**src/rtl/matrix_pkg.sv**
```systemverilog
// Shared definitions for the matrix datapath blocks: element width, size limits,
// loader state encoding and the dimension-legality rule.
package matrix_pkg;

  localparam int ELEM_W    = 32;
  localparam int MAX_DIM   = 6;
  localparam int MAX_ELEMS = 36;

  typedef enum logic [1:0] {
    ST_IDLE = 2'd0,
    ST_LOAD = 2'd1,
    ST_DONE = 2'd2
  } state_t;

  // A dimension is legal when it is non-zero and no larger than max_dim.
  function automatic logic dims_legal(input logic [2:0] rows,
                                      input logic [2:0] cols,
                                      input int         max_dim);
    return (rows != 3'd0) && (cols != 3'd0) &&
           (int'(rows) <= max_dim) && (int'(cols) <= max_dim);
  endfunction

endpackage

```
**src/rtl/matrix_loader.sv**
```systemverilog
// Serial-to-packed matrix writer: takes a row-major valid/ready element stream and
// assembles it into the flat packed matrix consumed by the element-wise units.
module matrix_loader #(
  parameter int MAX_ELEMS = matrix_pkg::MAX_ELEMS,
  parameter int MAX_DIM   = matrix_pkg::MAX_DIM
) (
  input  logic                                           clk,
  input  logic                                           rst,
  input  logic                                           start,
  input  logic [2:0]                                     rows,
  input  logic [2:0]                                     cols,
  input  logic signed [matrix_pkg::ELEM_W-1:0]           in_data,
  input  logic                                           in_valid,
  output logic                                           in_ready,
  output logic signed [MAX_ELEMS*matrix_pkg::ELEM_W-1:0] Mout,
  output logic                                           done,
  output logic                                           err
);
  import matrix_pkg::*;

  state_t                                r_state;
  state_t                                w_next;
  logic [5:0]                            r_total;
  logic [5:0]                            r_idx;
  logic [MAX_ELEMS*ELEM_W-1:0]           r_mout;
  logic                                  r_err;
  logic                                  w_legal;
  logic                                  w_req_ok;
  logic                                  w_req_bad;
  logic                                  w_accept;
  logic                                  w_last;

  assign w_legal   = dims_legal(rows, cols, MAX_DIM);
  assign w_req_ok  = (r_state == ST_IDLE) && start && w_legal;
  assign w_req_bad = (r_state == ST_IDLE) && start && !w_legal;
  assign w_accept  = (r_state == ST_LOAD) && in_valid;
  assign w_last    = (r_idx + 6'd1) == r_total;

  always_comb begin
    w_next = r_state;
    case (r_state)
      ST_IDLE: if (w_req_ok) w_next = ST_LOAD;
      ST_LOAD: if (w_accept && w_last) w_next = ST_DONE;
      ST_DONE: if (!start) w_next = ST_IDLE;
      default: w_next = ST_IDLE;
    endcase
  end

  always_ff @(posedge clk) begin
    if (rst) r_state <= ST_IDLE;
    else     r_state <= w_next;
  end

  always_ff @(posedge clk) begin
    if (rst) begin
      r_mout  <= '0;
      r_total <= '0;
      r_idx   <= '0;
      r_err   <= 1'b0;
    end else begin
      r_err <= w_req_bad;
      if (w_req_ok) begin
        r_total <= 6'(rows) * 6'(cols);
        r_idx   <= '0;
        r_mout  <= '0;
      end else if (w_accept) begin
        r_mout[r_idx*ELEM_W +: ELEM_W] <= in_data;
        // idx parks on the last slot so a full matrix never wraps it
        if (!w_last) r_idx <= r_idx + 6'd1;
      end
    end
  end

  assign in_ready = (r_state == ST_LOAD);
  assign done     = (r_state == ST_DONE);
  assign err      = r_err;
  assign Mout     = r_mout;

endmodule

```
**config.mk**
```make
export PLATFORM = sky130hd
export DESIGN_NAME = matrix_loader
export DESIGN_NICKNAME = d
export VERILOG_FILES = /design/src/rtl/matrix_pkg.sv /design/src/rtl/matrix_loader.sv
export SDC_FILE = /design/constraint.sdc
export NUM_CORES = 2
export LEC_CHECK = 0
export ABC_AREA = 1
export CORE_AREA = 2 2 465 467
export CTS_CLUSTER_DIAMETER = 100
export DETAILED_ROUTE_END_ITERATION = 7
export DIE_AREA = 0 0 467 469
export PLACE_DENSITY = 0.52
export SYNTH_ARGS = -nofsm -noshare
export SYNTH_HDL_FRONTEND = slang
export SYNTH_SLANG_ARGS = --single-unit
```
**constraint.sdc**
```tcl
create_clock -name clk -period 2.4 [get_ports clk]
set_input_delay 0.48 -clock clk [delete_from_list [all_inputs] [get_ports clk]]
set_output_delay 0.48 -clock clk [all_outputs]
set_load 0.01 [all_outputs]
```
==> reports/summary.txt <==
Initial DRC count: 4684
Initial antenna violation count: 30
Worst-path clk slew: 0.07 ns
Initial Utilization: 23.4%
Slew headroom: 53.3%
Final setup viols: 5
Die X: 467 um
RSZ-0062 raised after global routing: yes
Total wire length: 313000 um
Peak supply drop: 756 uV
Drc violations: 0
Asr flop ratio synth: 0%
CP arrival: 3.12 ns
Tcrit/Tclk final: 101%
CTS sink count: 1167
Setup crit end kind: flip-flop
Max-slew violations: 0
Worst setup path endpoint: Mout[951]$_SDFFE_PP0P_
Register area share after synthesis: 46.7%
Post-Synth XOR/XNOR Area: 0.0175%
Post-route ant nets: 0
Post-synthesis mux area share: 0%
First-pass GRT wire length: 413000 um
Adder and majority cell fraction of the synthesized area: 0.280%
Compound-cell area share of the yosys netlist: 7.26%
DIE AREA: 219000 sq um
Pwr Density: 592 nW/um^2
I/O pin cnt: 1197
Most frequent cells after synthesis: nor2_1, nand2_1, dfxtp_1
GRT Total Usage: 26.6%
Rows: 170
Cell area after synthesis: 50000 sq um
Final net count: 9447
TritonCTS Buffers: 147
Share of Yosys cell area claimed by the top area cell type: 46.7%
Cell taking the most area after synthesis: dfxtp_1
Routed WL per cell: 25.3 um
Via count: 56668
Final Util: 37.4%
Post-layout min period: 2.42 ns
CP Launch Point: r_idx[0]$_SDFFE_PP0P_
Gr ovfl total: 0
Kind of critical path: flip-flop to flip-flop
Via-to-Cell Ratio: 4.58
Hold path startpoint: start
Yosys reg bits: 1167
DP Worst Slack: -0.617 ns
Port Buffers: 1196
Max_cap viols: 0
Final GP Congestion: 0.902
Critical path data required time: 3.10 ns
Synth Area in Simple Gates: 35.7%
CP max FO: 8
Synth Net Count: 7720
Latest clock arrival within the worst-skew pair: 0.82 ns
Static Leak: 35.7 nW
Tot Pwr: 47.3 mW
Final WS setup: -0.0180 ns
Yosys Warn Count: 0
Largest net degree at the start of global routing: 65
Mapped Cells: 7668
# H-tree levels: 4
Post-synth EDFFs: 0
Final Hold Vio Count: 0
Least-Margin Pin Slew: 0.698 ns
Clock skew: 0.0440 ns
TritonRoute pass-1 iters: 6
RR Startpoint: r_idx[0]$_SDFFE_PP0P_
Area Growth Syn to Fin: 59.8%
Hold-fix buffers, CTS: 0
Max Freq: 414 MHz
CTS tree: done
CTS root buffer: clkbuf_16
Status: finished, violations left
Largest family of logic cells by synthesized area: simple AND/OR/NAND/NOR gates
Core Footprint: 214000 sq um
Vias in the first global route: 52797
Fillers: 22373
Count leader, synth: nor2_1
Top cells by area, synth: dfxtp_1, nor2_1, nand2_1
Main synth FF type: dfxtp_1
Final HPWL DP: 234000 um
Height of the die: 469 um
Mapped Avg Cell Area: 6.52 sq um
Worst r2r path cells: 15
Violated checks: negative setup slack
Minimum setup slack among reg-to-reg paths: -0.02 ns
Max clock buf depth: 3
R2R Path End: Mout[951]$_SDFFE_PP0P_
Class of the worst hold path: input port to flip-flop
Share of cells above drive strength 1: 15.2%
Cell variety after synth: 31
Crit path launch type: flip-flop
sequential cells by signal, summed over array words and instances, names as in the netlist:
signal	flops
Mout	1152
r_idx	6
r_total	6
r_state	2
err	1
critical path: stages, from the launching register on:
cell and delay, ns:
dfxtp_4 0.36, inv_8 0.08, ha_4 0.17, inv_4 0.05
nor2_4 0.10, inv_2 0.06, nand2_4 0.12, buf_12 0.14
nand4_1 0.27, buf_6 0.24, nor2_4 0.16, buf_8 0.18
clkbuf_16 0.17, nand3_2 0.07, nand2_2 0.07, nor2_2 0.04
power by group:
group | leakage, nW | total [mW] | internal (mW) | switching (mW)
clock network | 2.37 | 22.5 | 12.7 | 9.77
registers | 9.40 | 19.4 | 19.4 | 0.0248
logic | 23.9 | 5.37 | 1.75 | 3.62
layout by cell type, fill, tap and decap left out, types with 6 or more instances in the layout:
cell type        synthesis  routed
buf_6                    1      51
nand2_1               1734    1688
inv_1                  720     694
clkbuf_8                 0      30
nor2_2                  13      59
clkinvlp_4               0      12
clkinv_2                 0      21
nand2_2                  2      37
nor3_1                 191     178
buf_12                   0     198
o21ai_2                  0       7
ha_1                     8       6
dfxtp_2                  0       9
nor4_1                  36      36
buf_8                    0      11
nand3_2                  4      68
buf_4                   12     610
nor3_2                   0      12
nor2_4                   7      38
dlymetal6s2s_1           0      12
dlygate4sd2_1            0      55
clkdlybuf4s50_1          0    1127
inv_8                    0       6
a21oi_1                246     245
o21ai_0                419     392
nand3_1                284     205
clkbuf_1               273      41
inv_2                    9      14
diode_2                  0       9
nand4_1                 44      44
clkinv_16                0       6
nand2_4                  0      10
dfxtp_1               1167    1155
clkbuf_16                0     171
o21ai_1                 59      79
nand3_4                  0      15
nor2_1                2180    2103
buf_16                   0      21
area by class of cell:
type | count | area (sq um) | area share [%]
diodes | 9 | 22.5 | 0.0282
clock buffers | 219 | 4270 | 5.34
clock inverters | 50 | 601 | 0.752
inverters | 731 | 2860 | 3.58
multi-input cells | 5236 | 22800 | 28.5
flip-flops and latches | 1167 | 23400 | 29.3
well taps | 2838 | 3550 | 4.44
repair buffers | 2112 | 22400 | 28.1
logic make-up after synthesis:
kind of cell             Yosys count
AND/OR/NAND/NOR                 4500
adder cells (fa/ha/maj)           10
XOR/XNOR                           1
AO/OA/AOI/OAI                    725
flip-flops                      1167
buffers and inverters           1265
worst min path at each step:
stage                                    to  cells past startpoint
finish              r_state[1]$_SDFFE_PP0P_                      3
detailed placement    Mout[29]$_SDFFE_PP0P_                      2
global route        r_state[1]$_SDFFE_PP0P_                      3
floorplan           r_total[1]$_SDFFE_PP0P_                      2
global placement       Mout[0]$_SDFFE_PP0P_                      2
CTS                 r_state[1]$_SDFFE_PP0P_                      3
layer usage:
layer  vias up  GRT usage (%)  part of all wire (%)
li1      26965              -                     -
met1     26815           33.3                    42
met2      2411           42.2                    45
met3       455           8.30                   9.0
met4        22           11.2                   4.7
met5         -              0                 0.045
repair_timing:
action	in CTS	in global routing
pin swaps	23	59
gates resized for setup	183	308
setup endpoints to repair	1073	1094
buffers inserted	49	31
cloned	20	30
per-stage QoR:
step	cells	cell area, sq um	setup TNS, ns	hold slack (ns)
finish	12362	79900	-0.0232	0.277
global route	12359	79900	-8.37	0.281
CTS	12295	78000	-0.0600	0.190
detailed placement	11957	71800	-415.79	0.436
global placement	11957	71800	-375.69	0.432
floorplan	7668	50000	0	0.443
Power figures use the tool's default switching activity.
